**src/rtl/imm_extend_pipe.sv**
```systemverilog
// Decode-stage immediate extender: one registered output stage plus a skid
// register, so the block runs at full rate and in_ready never depends on out_ready.
module imm_extend_pipe #(
  parameter int DATA_W   = 32,
  parameter int INSTR_W  = 24,
  parameter int BR_SHIFT = 2,
  parameter bit ROT_EN   = 1'b1,
  parameter int TAG_W    = 4
) (
  input  logic               clk,
  input  logic               rst_n,
  input  logic               in_valid,
  output logic               in_ready,
  input  logic [INSTR_W-1:0] in_instr,
  input  logic [1:0]         in_immsrc,
  input  logic [TAG_W-1:0]   in_tag,
  output logic               out_valid,
  input  logic               out_ready,
  output logic [DATA_W-1:0]  out_data,
  output logic [TAG_W-1:0]   out_tag
);

  logic              o_valid_q, o_valid_d;
  logic [DATA_W-1:0] o_data_q,  o_data_d;
  logic [TAG_W-1:0]  o_tag_q,   o_tag_d;
  logic              s_valid_q, s_valid_d;
  logic [DATA_W-1:0] s_data_q,  s_data_d;
  logic [TAG_W-1:0]  s_tag_q,   s_tag_d;

  logic              accept;
  logic              drain;
  logic [DATA_W-1:0] ext_data;

  function automatic logic [DATA_W-1:0] extend(input logic [INSTR_W-1:0] instr,
                                                input logic [1:0]         mode);
    logic [DATA_W-1:0]        z8;
    logic [2*DATA_W-1:0]      dbl;
    logic signed [DATA_W-1:0] br;
    logic [DATA_W-1:0]        res;
    int                       rot;
    z8  = DATA_W'(instr[7:0]);
    dbl = '0;
    br  = '0;
    rot = 0;
    res = '0;
    unique case (mode)
      2'b00: begin
        if (ROT_EN) begin
          // Rotate right by shifting a doubled copy; the low half is the result.
          rot = (2 * int'(instr[11:8])) % DATA_W;
          dbl = {z8, z8} >> rot;
          res = dbl[DATA_W-1:0];
        end else begin
          res = z8;
        end
      end
      2'b01: res = DATA_W'(instr[11:0]);
      2'b10: begin
        br  = DATA_W'($signed(instr));
        res = br <<< BR_SHIFT;
      end
      default: res = DATA_W'($signed(instr[11:0]));
    endcase
    return res;
  endfunction

  assign ext_data  = extend(in_instr, in_immsrc);
  assign in_ready  = !s_valid_q;
  assign accept    = in_valid && !s_valid_q;
  assign drain     = o_valid_q && out_ready;
  assign out_valid = o_valid_q;
  assign out_data  = o_data_q;
  assign out_tag   = o_tag_q;

  always_comb begin
    // NOTE: every _d gets its hold value first, so no path through this block
    // leaves a signal unassigned and no latch is inferred.
    o_valid_d = o_valid_q;
    o_data_d  = o_data_q;
    o_tag_d   = o_tag_q;
    s_valid_d = s_valid_q;
    s_data_d  = s_data_q;
    s_tag_d   = s_tag_q;
    if (s_valid_q) begin
      if (drain) begin
        o_data_d  = s_data_q;
        o_tag_d   = s_tag_q;
        s_valid_d = 1'b0;
      end
    end else if (accept) begin
      if (!o_valid_q || drain) begin
        o_valid_d = 1'b1;
        o_data_d  = ext_data;
        o_tag_d   = in_tag;
      end else begin
        s_valid_d = 1'b1;
        s_data_d  = ext_data;
        s_tag_d   = in_tag;
      end
    end else if (drain) begin
      o_valid_d = 1'b0;
    end
  end

  // NOTE: payload registers are reset too, since out_data/out_tag must read
  // zero while rst_n is low; S is cleared alongside for a clean restart.
  always_ff @(posedge clk or negedge rst_n) begin
    if (!rst_n) begin
      o_valid_q <= 1'b0;
      o_data_q  <= '0;
      o_tag_q   <= '0;
      s_valid_q <= 1'b0;
      s_data_q  <= '0;
      s_tag_q   <= '0;
    end else begin
      // NOTE: non-blocking so every flop samples pre-edge values.
      o_valid_q <= o_valid_d;
      o_data_q  <= o_data_d;
      o_tag_q   <= o_tag_d;
      s_valid_q <= s_valid_d;
      s_data_q  <= s_data_d;
      s_tag_q   <= s_tag_d;
    end
  end

endmodule
```
**config.mk**
```make
export PLATFORM = sky130hd
export DESIGN_NAME = imm_extend_pipe
export DESIGN_NICKNAME = d
export VERILOG_FILES = /design/src/rtl/imm_extend_pipe.sv
export SDC_FILE = /design/constraint.sdc
export NUM_CORES = 1
export LEC_CHECK = 0
export CAP_MARGIN = 20
export CELL_PAD_IN_SITES_DETAIL_PLACEMENT = 0
export CELL_PAD_IN_SITES_GLOBAL_PLACEMENT = 1
export CORE_MARGIN = 2
export CORE_UTILIZATION = 36
export CTS_CLUSTER_SIZE = 25
export DETAILED_ROUTE_END_ITERATION = 10
export GPL_TIMING_DRIVEN = 1
export PLACE_DENSITY_LB_ADDON = 0.1
export SLEW_MARGIN = 10
export SYNTH_ARGS = -nofsm -noshare
export SYNTH_HDL_FRONTEND = slang
export SYNTH_SLANG_ARGS = --single-unit
```
**constraint.sdc**
```tcl
create_clock -name clk -period 1.5 [get_ports clk]
set_input_delay 0.3 -clock clk [delete_from_list [all_inputs] [get_ports clk]]
set_output_delay 0.3 -clock clk [all_outputs]
set_load 0.02 [all_outputs]
```
==> flow_summary.json, run 1 <==
{
  "grt_pass1_vias": 4324,
  "arrival_ns": 1.91,
  "worstMarginPinSlew_ns": 0.495,
  "drv_slew": 0,
  "swShare_pct": 25.5,
  "synth_ff_type": "dfrtp_1",
  "required_ns": 1.75,
  "die_h_um": 110,
  "ys_seq_elements": 74,
  "leakage_nw": 3.19,
  "root_buffer": "clkbuf_16",
  "clockPowerShare_pct": 44.1,
  "rr_worst_depth": 5,
  "core-area_sq_um": 10900,
  "async_flop_share_pct": 100,
  "postRouteAntennaNets": 0,
  "initial_core_util_pct": 37.2,
  "remaining_drc_errors": 0,
  "synth_area_sq_um": 4060,
  "dr.pass1.iters": 6,
  "ys_seq_area_share_pct": 45.6,
  "syn_avg_cell_area_sq_um": 9.25,
  "startpoint": "s_valid_q$_DFF_PN0_",
  "antennaDiodeCount": 0,
  "pwr-share-comb_pct": 15.9,
  "grt_overflow": 0,
  "seqCellArea_sq_um": 1850,
  "cp-end-kind": "flop",
  "areaGrowthSynthToFinish_pct": 68.6,
  "vias_per_cell": 5.60,
  "grt_max_degree": 75,
  "post-route-util_pct": 62.6,
  "slew_headroom_pct": 66.6,
  "start_kind": "flop",
  "clock_latency_ns": 0.34,
  "nNetsFinal": 653,
  "grt_pass1_wl_um": 24100,
  "layout-drive-gt1-share_pct": 38.0,
  "worstHoldStart": "in_valid",
  "r2r-start": "s_valid_q$_DFF_PN0_",
  "hold_path_class": "in2reg",
  "antenna_found_initial": 0,
  "cap_violations": 0,
  "core.rowCount": 38,
  "clockBufferDepth": 2,
  "die_area_sq_um": 12200,
  "fmax_ghz": 0.601,
  "synth_cells": 439,
  "fillers": 939,
  "status": "complete, but fails checks",
  "die_width_um": 110,
  "cts.htree.levels": 3,
  "place_hpwl_um": 9960,
  "wl_um": 16000,
  "vias": 4282,
  "cts_sinks": 74,
  "place_inst": 707,
  "wl_per_cell_um": 20.9,
  "path_class": "reg2reg",
  "cts_tree": "yes",
  "power_density_nw_per_um2": 742,
  "finClkSkew_ns": 0.00556,
  "synthDistinctLibCells": 56,
  "gp_congestion": 0.964,
  "p_sw_mw": 1.29,
  "cts_made_buffers": 9,
  "drt_iter0_drc": 336,
  "top_level_ports": 72,
  "finalPower_mw": 5.08,
  "finalHoldViolations": 0,
  "hold_depth": 2,
  "synth_edf_count": 0,
  "track_usage_pct": 26.9,
  "setup_viol": 63,
  "critPathMaxFanout": 6,
  "syn_nets": 473,
  "final.setup.worst_slack_ns": -0.165,
  "rsz0062_at_grt": "true",
  "internal-power_mw": 3.79,
  "post-route-min-period_ns": 1.66,
  "min_period_over_period_pct": 111,
  "final_cells": 764,
  "violations": "setup timing",
  "post-place-ws_ns": -0.844,
  "port-buffer-count": 71,
  "multi_input_area_sq_um": 2390,
  "seq_power_share_pct": 40.0,
  "clkTransAtPathRegs_ns": 0.06,
  "yosysWarnings": 0,
  "vdd_drop_max_uv": 466
}
==> layout by cell type (no fill, tap or decap), types with 4 or more instances in the layout <==
cell	instances
buf_4	88
nor3_4	5
a22o_1	4
buf_6	21
clkdlybuf4s50_1	16
a22oi_1	7
a221oi_2	8
a21oi_1	12
mux2i_2	4
nand2_1	66
or3_4	4
clkbuf_16	11
dfrtp_1	72
nand2_2	8
nand2b_1	7
buf_12	16
mux2i_1	8
a222oi_1	7
o21ai_2	6
inv_1	8
dlygate4sd2_1	48
nor2_1	24
buf_16	5
nand3_2	14
o211ai_1	22
a221oi_1	4
nand3_1	9
a21boi_2	4
o21ai_1	24
o21ai_0	10
==> critical path, stage by stage (launching register included) <==
cell,delay (ns)
dfrtp_2,0.41
buf_4,0.16
buf_6,0.12
or3_4,0.46
buf_12,0.19
o31ai_2,0.22
==> cell usage after synthesis (3+ instances only) <==
| cell type | instances | share of area [%] |
|---|---|---|
| nor2_1 | 26 | 2.4 |
| nand2b_1 | 8 | 1.2 |
| and3_1 | 3 | 0.46 |
| clkbuf_1 | 12 | 1.1 |
| a22oi_1 | 7 | 1.3 |
| o21ai_0 | 30 | 3.7 |
| dfrtp_1 | 74 | 46 |
| a21boi_0 | 3 | 0.55 |
| a222oi_1 | 7 | 1.7 |
| nor3_1 | 5 | 0.62 |
| o211ai_1 | 22 | 4.1 |
| a221oi_1 | 12 | 2.6 |
| nand3_1 | 24 | 3.0 |
| a22o_1 | 4 | 0.86 |
| nand2_1 | 76 | 7.0 |
| nand3b_1 | 3 | 0.55 |
| mux2i_1 | 12 | 3.0 |
| a21oi_1 | 16 | 2.0 |
| inv_1 | 8 | 0.74 |
| and4_1 | 3 | 0.65 |
| o21ai_1 | 10 | 1.2 |
| o41ai_2 | 3 | 1.2 |
| o31ai_1 | 4 | 0.74 |
| nor2b_1 | 5 | 0.77 |
| buf_4 | 3 | 0.55 |
| buf_2 | 18 | 2.2 |
==> cells by family after synthesis <==
group / after synthesis / share of synthesized area, %
AOI/OAI and AO/OA: 134 / 23.4
DFF: 74 / 45.6
buffers and inverters: 45 / 5.39
and+or+nand+nor: 170 / 21.2
muxes: 16 / 4.40
==> sequential cells by signal (all words and copies together) (netlist names) <==
register	flops
s_valid_q	1
out_tag	4
s_tag_q	4
out_data	32
s_data_q	32
out_valid	1
==> final cells by class <==
class | instances | share of cell area (%)
Multi-Input combinational cell | 321 | 34.9
Timing Repair Buffer | 204 | 30.5
Sequential cell | 74 | 27.1
Clock buffer | 13 | 3.80
Tap cell | 140 | 2.56
Clock inverter | 3 | 0.676
Inverter | 9 | 0.493
==> what timing repair did <==
action	4_1_cts	5_1_grt
hold buffers	1	0
endpoints found under the hold margin	4	0
pin swaps	39	20
setup endpoints to repair	108	70
cloned	9	5
setup buffers	22	8
resized for setup	161	61
==> metrics by stage <==
step                area, sq um  hold slack (ns)  TNS, ns
floorplan                  4090          0.00441  -0.0189
global placement           5560            0.350   -40.36
detailed placement         5560            0.361   -41.73
CTS                        6580            0.473    -3.43
global route               6850            0.358    -7.34
finish                     6850            0.355    -4.23
==> metal layers <==
metal | up-vias | GRT usage, % | routed length, um
li1 | 1987 | - | -
met1 | 2131 | 37.0 | 7330
met2 | 136 | 42.5 | 7490
met3 | 28 | 4.17 | 766
met4 | 0 | 10.7 | 397
met5 | - | 0 | 0
==> path summary, 6_finish.rpt <==
path	endpoint	slack, ns
max reg2reg	s_data_q[6]$_DFFE_PN0P_	-0.16
max	s_data_q[6]$_DFFE_PN0P_	-0.16
max in group asynchronous	out_valid$_DFFE_PN0P_	0.64
min	out_valid$_DFFE_PN0P_	0.35
min in group asynchronous	out_data[28]$_DFFE_PN0P_	0.53
min reg2reg	s_data_q[3]$_DFFE_PN0P_	0.48
==> power groups by stage <==
stage	combinational [mW]	clock (mW)	sequential [mW]
after CTS	0.779	2.29	2.03
after global routing	0.862	2.36	2.03
after global placement	0.734	0	2.06
after floorplan	0.262	0	2.09
after detailed placement	0.735	0	2.06
final	0.806	2.24	2.03
Note: power is estimated with default switching activity, not from simulation.
==> run 2, diff against run 1 <==
- ABC_AREA: not set -> 0
- CORE_MARGIN: 2 -> 4
==> run 2 against run 1 <==
Effect of this change: the run still ends with setup timing left; die area grew 7.4%; first-iteration DRC count increased by 26%; fmax up 2.8%; clock-buffer cell count unchanged; combinational power grew 6.6%; sequential share of layout area is 1.3 points lower; sequential power is essentially flat; worst setup slack better by 0.045 ns; critical path depth is 1 higher.
==> flow_summary.json, run 2 (synthesis results as in run 1) <==
{
  "slew_headroom_pct": 61.3,
  "core.rowCount": 38,
  "seq_power_share_pct": 39.4,
  "vias": 4350,
  "crit_chain": "nor2b_4 > buf_6 > nor3_4 > nand2_4 > buf_16 > o211ai_1",
  "antennaDiodeCount": 0,
  "grt_pass1_wl_um": 25200,
  "die_h_um": 114,
  "top_level_ports": 72,
  "start_kind": "flop",
  "gp_congestion": 0.856,
  "status": "complete, but fails checks",
  "finalPower_mw": 5.17,
  "track_usage_pct": 25.0,
  "hold_path_class": "in2reg",
  "cp.depth": 6,
  "drt_iter0_drc": 422,
  "cts_sinks": 74,
  "violations": "setup timing",
  "finClkSkew_ns": 0.00458,
  "layout-drive-gt1-share_pct": 46.7,
  "antenna_found_initial": 0,
  "grt_overflow": 0,
  "cts.htree.levels": 3,
  "cp-end-kind": "flop",
  "remaining_drc_errors": 0,
  "post-route-util_pct": 65.7,
  "swShare_pct": 24.7,
  "worstMarginPinSlew_ns": 0.575,
  "wl_per_cell_um": 20.7,
  "p_sw_mw": 1.27,
  "final_common_cell": "buf_4",
  "power_density_nw_per_um2": 719,
  "hold_depth": 2,
  "initial_core_util_pct": 37.2,
  "min_period_over_period_pct": 108,
  "fmax_ghz": 0.617,
  "cap_violations": 0,
  "crit_buf_inv": 2,
  "pwr-share-comb_pct": 16.6,
  "critPathMaxFanout": 5,
  "die_width_um": 114,
  "setup_viol": 69,
  "final.setup.worst_slack_ns": -0.120,
  "clockPowerShare_pct": 44.0,
  "finalHoldViolations": 0,
  "slowest_delay_ns": 0.44,
  "core-area_sq_um": 10900,
  "required_ns": 1.74,
  "drv_slew": 0,
  "clkTransAtPathRegs_ns": 0.06,
  "areaGrowthSynthToFinish_pct": 76.9,
  "path_class": "reg2reg",
  "grt_pass1_vias": 4445,
  "nNetsFinal": 657,
  "port-buffer-count": 71,
  "cts_tree": "yes",
  "rr_worst_depth": 6,
  "clock_latency_ns": 0.34,
  "vdd_drop_max_uv": 685,
  "layout_common_cells": "buf_4, dfrtp_1, dlygate4sd2_1",
  "rsz0062_at_grt": "true",
  "post-route-min-period_ns": 1.62,
  "place_hpwl_um": 9890,
  "dr.pass1.iters": 5,
  "internal-power_mw": 3.89,
  "wl_um": 15900,
  "cts_made_buffers": 9,
  "vias_per_cell": 5.66,
  "die_area_sq_um": 13000,
  "cp_slowest_cell": "dfrtp_2",
  "postRouteAntennaNets": 0,
  "root_buffer": "clkbuf_16",
  "arrival_ns": 1.86,
  "grt_max_degree": 40,
  "clockBufferDepth": 2,
  "leakage_nw": 3.28,
  "crit_family": "simple AND/OR/NAND/NOR gates"
}
-- run 2: changes by cell type in the layout (fill, tap and decap cells not counted), moves of 7 or more --
| cell | change |
|---|---|
| buf_4 | +7 |
| nand2_2 | +16 |
| o21ai_1 | -12 |
| nand2_1 | -36 |
| o21ai_2 | +12 |
| nand2_4 | +21 |
-- run 2: cell type report --
cell class              instances  area (sq um)
fillers                       895          3750
multi-input cells             320          2700
repair buffers                209          2120
flip-flops and latches         74          1850
clock buffers                  13           240
well taps                     140           175
clock inverters                 3          65.1
inverters                       9          36.3
-- run 2: timing repair --
action                                  4_1_cts  5_1_grt
endpoints found under the hold margin        12        0
gates cloned                                 15        1
pin swaps                                    56       52
resized for setup                           189      111
hold buffers                                  1        0
endpoints found under the setup margin      102       73
setup buffers                                18        3
-- run 2: worst register-to-register path: cells and delay by family (launching register included) --
kind	cells	cell delay, ns
flops	1	0.44
compound gates	1	0.20
buf+inv	2	0.30
simple gates	3	0.59
-- run 2: power by group through the flow --
stage	logic (mW)	clock network (mW)	registers, mW
2_1_floorplan	0.262	0	2.09
3_3_place_gp	0.749	0	2.06
3_5_place_dp	0.750	0	2.06
4_1_cts	0.823	2.31	2.03
5_1_grt	0.920	2.39	2.04
6_report	0.859	2.27	2.04
-- run 2: worst paths after layout --
kind / startpoint / slack, ns / endpoint
worst max-delay path: s_valid_q$_DFF_PN0_ / -0.12 / out_data[30]$_DFFE_PN0P_
worst min-delay path: in_valid / 0.34 / out_valid$_DFFE_PN0P_
worst max register to register: s_valid_q$_DFF_PN0_ / -0.12 / out_data[30]$_DFFE_PN0P_
worst min register to register: s_tag_q[0]$_DFFE_PN0P_ / 0.49 / s_tag_q[0]$_DFFE_PN0P_
max in group asynchronous: rst_n / 0.66 / s_valid_q$_DFF_PN0_
min in group asynchronous: rst_n / 0.36 / out_data[27]$_DFFE_PN0P_
-- run 2: through the flow --
stage	TNS, ns	setup WS, ns	hold WS, ns	cells	instance area, sq um
after global placement	-41.26	-0.789	0.176	721	5650
after CTS	-4.01	-0.151	0.357	771	6900
after floorplan	-0.0189	-0.0124	0.00441	439	4090
final	-4.40	-0.120	0.338	768	7190
after global routing	-7.84	-0.182	0.348	768	7190
after detailed placement	-42.52	-0.791	0.175	721	5650
-- run 2: metal layers --
layer  wire length [um]  track usage (%)  vias to the layer above  share of wire, %
met1               7090             34.1                     2173                45
met5                  0                0                        -                 0
met3                936             5.92                       22               5.9
li1                   -                -                     1997                 -
met4                291             7.13                        0               1.8
met2               7560             39.9                      158                48
==> edit, RTL diff (config.mk and constraints of run 1) <==
Take the reset off `s_tag_q` and load it in a clocked block of its own.
--- a/src/rtl/imm_extend_pipe.sv
+++ b/src/rtl/imm_extend_pipe.sv
@@ -112,5 +112,4 @@
       s_valid_q <= 1'b0;
       s_data_q  <= '0;
-      s_tag_q   <= '0;
     end else begin
       // NOTE: non-blocking so every flop samples pre-edge values.
@@ -120,7 +119,10 @@
       s_valid_q <= s_valid_d;
       s_data_q  <= s_data_d;
-      s_tag_q   <= s_tag_d;
     end
   end
 
+  always_ff @(posedge clk) begin
+    s_tag_q <= s_tag_d;
+  end
+
 endmodule
Function: no difference found for any inputs over 4 cycles, from zero or initial values and one cycle with rst_n low; that may be too few to reach the edited logic, so the function may still have changed.
==> edit against run 1 <==
  * Clock skew shrank 2.4 ps
  * The run still ends with setup timing left
  * Power down 17%
  * Highest routed layer unchanged
  * Sequential cell count unchanged
  * Non-clock buffer count shrank 9
  * Cell area fell by 9.9%
  * Global-route usage is 4.4 points lower
  * Worst setup slack gained 150 ps
  * Largest power group is now registers
  * Count of clock-buffer cells in the layout fell by 2
  * Synthesized area decreased by 4.3%
  * Routed wire length shrank 16%
  * Clock power decreased by 35%
  * Largest cell class unchanged
==> edit: results (changes against run 1) <==
fin cells = 736 (-3.7%)
via count = 4053 (-5.3%)
comb pwr = 731 uW (-9.3%)
drt pass-1 iters = 7 (+1)
number of synthesized flops with an enable pin = 4 (+4)
status = finished, violations left
vias in the first global route = 3778 (-13%)
Seq/Total Area, Yosys = 0.481 (+0.0254)
maximum vdd drop = 0.000402 V (-14%)
first-pass GRT wire length = 20200 um (-16%)
routed length on met3 = 779 um (+1.7%)
WL met1 = 6230 um (-15%)
Final WS setup = -19.3 ps (+146 ps)
setup violators final = 2 (-97%)
Layout clock area frac = 0.0290 (-0.0158)
# fillers = 942 (+0.32%)
inverters = 13 (+4)
clk slew on worst S/H paths = 80 ps (+20 ps)
met3 Use GR = 0.0307 (-0.0110)
Synth top cells by count = dfrtp_1, nand2_1, o21ai_0
Synth async-reset ratio = 0.946 (-0.0541)
worst-margin pin slew = 510 ps (+14.4 ps)
largest net degree at the start of global routing = 71 (-5.3%)
hold depth = 4 (+2)
All-Layer GR Usage = 0.225 (-0.0439)
# nets final = 630 (-3.5%)
CP delay by family, top = simple AND/OR/NAND/NOR gates
DP HPWL = 8850 um (-11%)
Post-Syn Instances = 429 (-2.3%)
non-clk buf share = 0.287 (-0.0178)
# clk buffers = 11 (-2)
Clk Latency, worst-skew pair = 360 ps (+20 ps)
Final Wtd Congestion = 0.895 (-7.2%)
fraction of area in multi-input gates = 0.345 (-0.00438)
dominant cells by area after synthesis = dfrtp_1, nand2_1, o21ai_0
worst clock skew = 3.19 ps (-2.37 ps)
NetSw = 1150 uW (-11%)
Netlist cell types = 46 (-18%)
DR WL met2 = 6280 um (-16%)
FF-to-FF Start = out_valid$_DFFE_PN0P_
syn nets = 463 (-2.1%)
critical path arrival = 1760 ps (-150 ps)
endpoint with the worst hold slack = s_valid_q$_DFF_PN0_
Place WS = -714 ps (+130 ps)
slowest library cell on the worst path = dfrtp_2
failing checks = setup timing
CTS root buf = clkbuf_8
Register Area = 1870 um^2 (+1.1%)
==> edit: cell types whose count changed after synthesis, sizes merged, moves of 4 or more <==
cell    before  now
nand2       76   61
clkbuf      13   24
buf         23   15
o21ai       40   47
a21boi       7    2
a222oi       7    3
a22oi        7   11
dfrtp       74   70
edfxtp       0    4
inv          9   13
==> edit: cells by family (layout without fill, tap and decap cells) <==
logic type             count (synthesis)  count (layout)  share of synthesized area
flip-flops                            74              74                      0.481
AO/OA/AOI/OAI                        139             139                      0.242
multiplexers                          15              15                     0.0386
AND/OR/NAND/NOR                      149             149                      0.183
buffers and inverters                 52             223                     0.0556
==> edit: worst max path at each step <==
stage	startpoint	to	cells past startpoint
after floorplan	in_immsrc[0]	out_data[4]$_DFFE_PN0P_	5
after global placement	in_instr[8]	out_data[23]$_DFFE_PN0P_	7
after detailed placement	in_instr[8]	out_data[23]$_DFFE_PN0P_	7
after CTS	in_instr[2]	out_data[6]$_DFFE_PN0P_	7
after global routing	out_valid$_DFFE_PN0P_	s_data_q[7]$_DFFE_PN0P_	5
final	out_valid$_DFFE_PN0P_	s_data_q[7]$_DFFE_PN0P_	6
==> edit: through the flow <==
stage,total power (uW),TNS (ps),cell area [um^2],utilization
after floorplan,2270,-471,3940,-
after global placement,2670,-39590,5420,0.520
after detailed placement,2670,-41630,5420,0.520
after CTS,4170,0,5730,0.550
after global routing,4380,-1540,6170,0.592
final,4200,-20.9,6170,0.592
==> edit: timing repair <==
item                                    4_1_cts  5_1_grt
hold buffers                                  1        0
gates resized for setup                      87       71
hold endpoints to repair                     70        0
buffers inserted                              4       13
cloned                                        1        7
endpoints found under the setup margin      106       54
pin swaps                                     7       11
